==> config.mk <==
export PLATFORM = sky130hd
export DESIGN_NAME = guvm_cache_responder
export DESIGN_NICKNAME = d
export VERILOG_FILES = /design/src/rtl/guvm_cache_responder.sv
export SDC_FILE = /design/constraint.sdc
export NUM_CORES = 1
export LEC_CHECK = 0
export ABC_AREA = 1
export CAP_MARGIN = 20
export CORE_MARGIN = 2
export CORE_UTILIZATION = 43
export CTS_BUF_LIST = sky130_fd_sc_hd__clkbuf_4 sky130_fd_sc_hd__clkbuf_8
export DETAILED_ROUTE_END_ITERATION = 8
export HOLD_SLACK_MARGIN = 0.12
export PLACE_DENSITY = 0.62
export SLEW_MARGIN = 25
export SYNTH_ARGS = -nofsm -noshare
export SYNTH_HDL_FRONTEND = slang
export SYNTH_SLANG_ARGS = --single-unit
==> constraint.sdc <==
create_clock -name clk -period 6.1 [get_ports clk]
set_clock_uncertainty 0.2 [all_clocks]
set_input_delay 0.61 -clock clk [delete_from_list [all_inputs] [get_ports clk]]
set_output_delay 0.61 -clock clk [all_outputs]
set_load 0.01 [all_outputs]
==> src/rtl/guvm_cache_responder.sv <==
// Cache responder for a core bench: instruction-queue fetch path with stall/NOP
// injection, and a wait-stated data port that serves loads from a load-data queue.
module guvm_cache_responder #(
  parameter int unsigned        DATA_W   = 32,
  parameter int unsigned        IQ_DEPTH = 8,
  parameter int unsigned        LQ_DEPTH = 4,
  parameter int unsigned        WAIT_W   = 4,
  parameter logic [DATA_W-1:0]  NOP_WORD = 32'h01000000
) (
  input  logic              clk,
  input  logic              rst,
  input  logic              iq_push_valid,
  input  logic [DATA_W-1:0] iq_push_data,
  output logic              iq_push_ready,
  input  logic              lq_push_valid,
  input  logic [DATA_W-1:0] lq_push_data,
  output logic              lq_push_ready,
  input  logic              nop_mode,
  input  logic [WAIT_W-1:0] wait_cycles,
  input  logic              fetch_req,
  output logic [DATA_W-1:0] fetch_data,
  output logic              fetch_stall,
  input  logic              dc_req,
  input  logic              dc_write,
  input  logic [DATA_W-1:0] dc_wdata,
  output logic [DATA_W-1:0] dc_rdata,
  output logic              dc_stall,
  output logic              dc_done,
  output logic              st_valid,
  output logic [DATA_W-1:0] st_data,
  output logic              ld_underflow,
  output logic [15:0]       fetch_count
);

  localparam int unsigned IAW = $clog2(IQ_DEPTH);
  localparam int unsigned LAW = $clog2(LQ_DEPTH);
  localparam int unsigned ICW = IAW + 1;
  localparam int unsigned LCW = LAW + 1;

  typedef enum logic [1:0] {S_IDLE, S_WAIT, S_RESP} state_e;

  // Instruction queue
  logic [DATA_W-1:0] iq_mem_q [IQ_DEPTH];
  logic [IAW-1:0]    iq_rd_q, iq_wr_q;
  logic [ICW-1:0]    iq_cnt_q;
  logic              iq_full, iq_empty, iq_push, iq_pop;
  logic [DATA_W-1:0] iq_head;

  // Load-data queue
  logic [DATA_W-1:0] lq_mem_q [LQ_DEPTH];
  logic [LAW-1:0]    lq_rd_q, lq_wr_q;
  logic [LCW-1:0]    lq_cnt_q;
  logic              lq_full, lq_empty, lq_push, lq_pop;
  logic [DATA_W-1:0] lq_head;

  // Fetch path
  logic              pend_q, pend_d;
  logic [DATA_W-1:0] fdata_q, fdata_d;
  logic [15:0]       fcnt_q, fcnt_d;

  // Data path
  state_e            state_q, state_d;
  logic [WAIT_W-1:0] cnt_q, cnt_d;
  logic              wr_q, wr_d;
  logic [DATA_W-1:0] wdata_q, wdata_d;
  logic [DATA_W-1:0] rdata_q, rdata_d;
  logic [DATA_W-1:0] sthold_q, sthold_d;
  logic              under_q, under_d;

  assign iq_full  = (iq_cnt_q == ICW'(IQ_DEPTH));
  assign iq_empty = (iq_cnt_q == '0);
  assign iq_head  = iq_mem_q[iq_rd_q];
  assign iq_push  = iq_push_valid && !iq_full;
  assign lq_full  = (lq_cnt_q == LCW'(LQ_DEPTH));
  assign lq_empty = (lq_cnt_q == '0);
  assign lq_head  = lq_mem_q[lq_rd_q];
  assign lq_push  = lq_push_valid && !lq_full;

  assign iq_push_ready = !iq_full;
  assign lq_push_ready = !lq_full;

  always_ff @(posedge clk or posedge rst) begin
    if (rst) begin
      iq_rd_q  <= '0;
      iq_wr_q  <= '0;
      iq_cnt_q <= '0;
      lq_rd_q  <= '0;
      lq_wr_q  <= '0;
      lq_cnt_q <= '0;
    end else begin
      if (iq_push) iq_wr_q <= iq_wr_q + 1'b1;
      if (iq_pop)  iq_rd_q <= iq_rd_q + 1'b1;
      iq_cnt_q <= iq_cnt_q + ICW'(iq_push) - ICW'(iq_pop);
      if (lq_push) lq_wr_q <= lq_wr_q + 1'b1;
      if (lq_pop)  lq_rd_q <= lq_rd_q + 1'b1;
      lq_cnt_q <= lq_cnt_q + LCW'(lq_push) - LCW'(lq_pop);
    end
  end

  always_ff @(posedge clk) begin
    if (iq_push) iq_mem_q[iq_wr_q] <= iq_push_data;
    if (lq_push) lq_mem_q[lq_wr_q] <= lq_push_data;
  end

  // A pending fetch only resolves with a real word, never with a NOP.
  always_comb begin
    pend_d  = pend_q;
    fdata_d = fdata_q;
    fcnt_d  = fcnt_q;
    iq_pop  = 1'b0;
    if (pend_q || fetch_req) begin
      if (!iq_empty) begin
        iq_pop  = 1'b1;
        fdata_d = iq_head;
        pend_d  = 1'b0;
        fcnt_d  = fcnt_q + 1'b1;
      end else if (!pend_q && nop_mode) begin
        fdata_d = NOP_WORD;
        fcnt_d  = fcnt_q + 1'b1;
      end else begin
        pend_d  = 1'b1;
      end
    end
  end

  always_comb begin
    state_d  = state_q;
    cnt_d    = cnt_q;
    wr_d     = wr_q;
    wdata_d  = wdata_q;
    rdata_d  = rdata_q;
    sthold_d = sthold_q;
    under_d  = under_q;
    lq_pop   = 1'b0;
    dc_stall = 1'b0;
    dc_done  = 1'b0;
    st_valid = 1'b0;
    case (state_q)
      S_IDLE: begin
        if (dc_req) begin
          wr_d    = dc_write;
          wdata_d = dc_wdata;
          cnt_d   = wait_cycles;
          state_d = (wait_cycles != '0) ? S_WAIT : S_RESP;
        end
      end
      S_WAIT: begin
        dc_stall = 1'b1;
        cnt_d    = cnt_q - 1'b1;
        if (cnt_q == WAIT_W'(1)) state_d = S_RESP;
      end
      S_RESP: begin
        dc_done = 1'b1;
        state_d = S_IDLE;
        if (wr_q) begin
          st_valid = 1'b1;
          sthold_d = wdata_q;
        end else if (lq_empty) begin
          rdata_d = '0;
          under_d = 1'b1;
        end else begin
          lq_pop  = 1'b1;
          rdata_d = lq_head;
        end
      end
      default: state_d = S_IDLE;
    endcase
  end

  // Next-state values double as the visible outputs so RESP shows its result
  // in the same cycle while the registers hold it afterwards.
  assign dc_rdata     = rdata_d;
  assign st_data      = sthold_d;
  assign ld_underflow = under_d;
  assign fetch_data   = fdata_q;
  assign fetch_stall  = pend_q;
  assign fetch_count  = fcnt_q;

  always_ff @(posedge clk or posedge rst) begin
    if (rst) begin
      pend_q   <= 1'b0;
      fdata_q  <= NOP_WORD;
      fcnt_q   <= '0;
      state_q  <= S_IDLE;
      cnt_q    <= '0;
      wr_q     <= 1'b0;
      wdata_q  <= '0;
      rdata_q  <= '0;
      sthold_q <= '0;
      under_q  <= 1'b0;
    end else begin
      pend_q   <= pend_d;
      fdata_q  <= fdata_d;
      fcnt_q   <= fcnt_d;
      state_q  <= state_d;
      cnt_q    <= cnt_d;
      wr_q     <= wr_d;
      wdata_q  <= wdata_d;
      rdata_q  <= rdata_d;
      sthold_q <= sthold_d;
      under_q  <= under_d;
    end
  end

endmodule

# Yosys cells after proc, flatten, opt, wreduce, memory -nomap -nowiden
# Memories as Yosys holds them, arrays and structs flattened.
# Cells that the tools add are included.
[word_totals]
ff_bits = 170
memories = 2
inputBits = 108
ramBits = 384
out_inout_bits = 119
[memory_table]
columns = ["name", "words", "word_bits", "read_ports", "rd_ports_with_merged_regs", "write_ports", "line", "text"]
rows = [
  ["iq_mem_q", 8, 32, 1, 0, 1, "43", "logic [DATA_W-1:0] iq_mem_q [IQ_DEPTH];"],
  ["lq_mem_q", 4, 32, 1, 0, 1, "50", "logic [DATA_W-1:0] lq_mem_q [LQ_DEPTH];"],
]
[classes]
mux = 33
eq_ne = 9
add_sub_neg = 10
reduce_logical = 17
[op_table]
columns = ["op", "n"]
rows = [
  ["$mux 32", 7],
  ["$mux 16", 2],
  ["$mux 1", 18],
  ["$add 16x1->16 const B", 1],
  ["$reduce_and 2->1", 5],
  ["$pmux 4 s2", 1],
  ["$add 3x1->3 const B", 2],
  ["$mux 2", 3],
  ["$ne 2x2->1 const B", 3],
  ["$add 2x1->2 const B", 2],
  ["$add 4x1->4", 1],
  ["$eq 4x1->1 const B", 1],
  ["$eq 4x4->1 const B", 1],
  ["$logic_not 4->1", 1],
  ["$mux 4", 1],
  ["$pmux 2 s2", 1],
  ["$reduce_bool 4->1", 1],
  ["$sub 4x1->4", 1],
  ["$sub 4x1->4 const B", 1],
  ["$add 3x1->3", 1],
  ["$eq 3x3->1 const B", 1],
  ["$logic_and 1x1->1", 3],
  ["$logic_not 1->1", 3],
  ["$logic_not 3->1", 1],
  ["7 further kinds", 7],
]

# Depth between registers and ports, before layout
[depth]
word_depth = 5
ltp_mapped = 14
mapped_depth_nobuf = 13

# Worst setup path after synthesis
# Ideal clock, no wire load.
[synth_path]
path_type = "register to register"
from = "register iq_cnt_q[2]"
to = "memory iq_mem_q[0][0] (enable)"
period_less_slack_ns = 3.105
path_stages_with_launch = 7
arrival_time_ns = 2.484
setup_slack_ns = 2.995
path_cell_list = "dfrtp_1 inv_1 ha_1 nand3_1 nand2_1 or2_2 nor2_1"
[synth_via]
elab_chain_len = 5
[synth_rtl]
columns = ["item", "line", "text"]
rows = [
  ["start: declaration", "45", "logic [ICW-1:0] iq_cnt_q;"],
  ["start signal: assignment", "93", "iq_cnt_q <= iq_cnt_q + ICW'(iq_push) - ICW'(iq_pop);"],
  ["$eq 4x4->1", "70", "assign iq_full = (iq_cnt_q == ICW'(IQ_DEPTH));"],
  ["$logic_not 1->1", "--", ""],
  ["named net iq_push_ready", "14", "output logic iq_push_ready,"],
  ["$logic_and 1x1->1", "73", "assign iq_push = iq_push_valid && !iq_full;"],
  ["$mux 1", "101", "if (iq_push) iq_mem_q[iq_wr_q] <= iq_push_data;"],
  ["$mux 1 (not written as such)", "101", ""],
  ["end: declaration", "43", ""],
]
# The timed path passes the listed nets, and every way through them passes these cells.

# Worst setup path after layout
[layout_path]
from = "register lq_rd_q[0]"
to = "output port dc_rdata[31]"
[layout_via]
elab_chain_len = 4
[layout_rtl]
columns = ["item", "line", "text"]
rows = [
  ["start: declaration", "51", "logic [LAW-1:0] lq_rd_q, lq_wr_q;"],
  ["start signal: assignment", "95", "if (lq_pop) lq_rd_q <= lq_rd_q + 1'b1;"],
  ["$mem_v2 4x32", "--", ""],
  ["$mux 32", "158", "end else if (lq_empty) begin"],
  ["$mux 32", "155", "if (wr_q) begin"],
  ["$mux 32", "138", "case (state_q)"],
  ["end: declaration", "26", "output logic [DATA_W-1:0] dc_rdata,"],
]
# No other way between the ends.

==> summary.md <==
| Metric | Value |
|---|---|
| Initial antenna violation count | `7` |
| H-tree depth | `3` |
| Delay-heaviest family, CP | `buffers and inverters` |
| Port bufs | `~230` |
| CTS resizes | `0` |
| Pleak | `~0.010 µW` |
| Setup TNS | `0 ns` |
| Core area | `around 50000 µm²` |
| Slew headroom | `0.369` |
| Peak supply drop | `roughly 0.25 mV` |
| Largest net degree at the start of global routing | `about 130` |
| Sinks on Clock Net | `between 500 and 600` |
| Global route overflow | `0` |
| Synth area leader | `edfxtp_1` |
| Hold_ws | `approximately 0.27 ns` |
| Global-route wire length before repair | `roughly 81000 µm` |
| Cts hold-fix bufs | `0` |
| Sequential cell area fraction in the yosys report | `0.720` |
| Final setup violation count | `0` |
| Pwr Density | `around 480 nW/µm²` |
| Worst Hold Class | `reg -> reg` |
| CP arrival | `around 3.4 ns` |
| Num rows | `82` |
| DP HPWL | `roughly 29000 µm` |
| Outcome | `complete, no violations` |
| WS Path Type | `reg -> out` |
| Die H | `about 230 µm` |
| #FFs+latches synth | `between 500 and 600` |
| Routability Congestion | `0.819` |
| CP max stage delay | `around 0.56 ns` |
| Most common cell after layout, fill and taps aside | `nand2_1` |
| FF-to-FF path depth | `13` |
| Fmax achieved | `between 0.2 and 0.25 GHz` |
| Peak fanout along the critical path | `between 60 and 70` |
| CTS Buffer Depth | `3` |
| Actual slew at the worst max-slew pin | `about 0.95 ns` |
| Commonest non-fill, non-tap cells in the layout | `nand2_1, edfxtp_1, nor2_1` |
| Root buffer selected by CTS | `clkbuf_8` |
| Post-DRT Antenna Nets | `0` |
| Number of CTS-inserted buffers | `90` |
| Syn_nets | `2058` |
| Sum of buffers and inverters on the critical path | `4` |
| Final wirelength | `51800 µm` |
| Cell Chain, Critical Path | `buf_4 > inv_1 > buf_4 > o21ai_0 > o21ai_0 > nand2_1 > nand2_1 > clkdlybuf4s50_1` |
| CTS tree | `built` |
| Post-CTS setup buffers | `0` |
| Starting Density | `0.436` |
| Vias per inst | `around 5.0` |
| Synthesized cell area | `around 22000 µm²` |
| Worst Setup Start Kind | `register` |
| DR vias | `approximately 15000` |
| Avg WL per Cell | `~18 µm` |
| Netlist cell types | `30` |
| DRC Markers | `0` |
| Initial DRC count | `1155` |
| Fin crit share | `0.682` |
| DIE WIDTH | `around 230 µm` |
| Synth top area share | `0.526` |
| Critical Path RT | `5.29 ns` |
| Die ar. | `52800 µm²` |
| Critical Path Slowest Stage Cell | `buf_4` |
| Stages on worst setup path | `8` |
| Element type at the critical path end | `primary output` |
| WHS Path Cells | `2` |
| Fin crit period | `4.16 ns` |
| Warnings, synthesis | `0` |
| Syn Inst Count | `around 1900` |
| Worst-skew pair later-pin latency | `0.65 ns` |
| RSZ-0062 raised after global routing | `no` |
| Worst-path clk slew | `about 0.050 ns` |
| Fin. max-slew vios | `0` |
| Fraction of layout cells with a size suffix above 1 | `0.0916` |
| Vias in the first global route | `~14000` |
| Final hold vios | `0` |
| Total power | `between 10000 and 15000 µW` |
| Area grow syn2layout | `21.6%` |
| Area contributors post-synth | `edfxtp_1, dfrtp_1, nand2_1` |
| Final #Nets | `2302` |
| Max-cap violations | `0` |
| 1st-pass router iterations | `5` |
| GR Util All Layers | `0.198` |
| Syn avg cell area | `about 11 µm²` |
| I/O pin cnt | `~230` |
worst reg2reg max path, cell delays in order (launching register included):
cell and delay (ns):
dfrtp_1 0.39, inv_1 0.07, nor2_2 0.04, inv_2 0.10, nor2_2 0.06, nand2_1 0.11
clkinv_2 0.50, ha_1 0.51, inv_1 0.05, ha_1 0.12, inv_1 0.04, fa_1 0.37
xnor2_1 0.17, xor2_1 0.18
routing by layer:
layer  up-vias  part of all wire  track usage
li1       7036                 -            -
met3        79             0.060       0.0444
met1      7129              0.43        0.257
met2       386              0.49        0.326
met5         -           0.00058            0
met4         4             0.021       0.0714
cell type report:
cell class	count	area [µm²]
clock inverter	34	270
tap	672	841
inverter	79	310
antenna	5	12.5
multi-input combinational	1200	5400
clock buffer	131	1580
fill	4320	23600
sequential	554	15800
timing repair buffer	250	2450
synth_stat cells:
library cell / count
nand2_1: 466
edfxtp_1: 384
nor2_1: 290
nand3_1: 209
dfrtp_1: 169
o21ai_0: 159
inv_1: 74
buf_2: 39
clkbuf_1: 28
buf_4: 18
o21ai_1: 18
ha_1: 17
xor2_1: 9
buf_1: 8
xnor2_1: 6
a21oi_1: 5
buf_6: 5
nand4_1: 5
inv_2: 4
nand3b_1: 3
nor2_2: 3
fa_1: 2
o221ai_1: 2
or2_2: 2
a22o_1: 1
clkinv_2: 1
dfstp_2: 1
nor2_8: 1
nor3_1: 1
o21bai_1: 1
flip-flops by register name, summed over array words and instances (netlist names):
register	count
iq_mem_q	256
under_q	1
rdata_q	32
iq_cnt_q	4
iq_rd_q	3
lq_mem_q	128
lq_cnt_q	3
sthold_q	32
lq_wr_q	2
wdata_q	32
state_q	2
fetch_data	32
fetch_count	16
fetch_stall	1
lq_rd_q	2
cnt_q	4
iq_wr_q	3
wr_q	1
logic make-up (layout without fill, tap and decap cells):
group                    after synthesis  after routing  synth area share
flip-flops                           554            554             0.720
XOR/XNOR                              15             15           0.00599
AND/OR/NAND/NOR                      980            980             0.182
AO/OA/AOI/OAI                        186            186            0.0431
adder cells (fa/ha/maj)               19             19            0.0115
buffers and inverters                177            494            0.0374
other                                  0              5                 0
through the flow:
step | setup slack [ns] | utilization | instances | area, µm²
after floorplan | 0.688 | - | 1931 | 21900
after global placement | 2.73 | 0.493 | 2755 | 24800
after detailed placement | 2.61 | 0.493 | 2755 | 24800
after CTS | 1.86 | 0.530 | 2920 | 26600
after global routing | 1.66 | 0.530 | 2923 | 26700
final | 1.94 | 0.530 | 2925 | 26700
worst paths after layout:
check / from / endpoint / slack [ns]
max: lq_rd_q[0] / dc_rdata[31] / 1.94
min: sthold_q[31] / sthold_q[31] / 0.27
max reg2reg: state_q[1] / lq_cnt_q[2] / 3.10
min reg2reg: sthold_q[31] / sthold_q[31] / 0.27
max in group asynchronous: rst / lq_rd_q[0] / 4.28
min in group asynchronous: rst / wdata_q[0] / 0.29
power breakdown:
group	leakage [µW]	total (µW)	internal (µW)	switching (µW)
Clock	0.000983	3280	1840	1440
Sequential	0.00562	5430	5000	425
Combinational	0.00386	4180	1580	2600
Total	0.0105	12900	8420	4460
No activity file was read; power rests on OpenSTA's default activity.
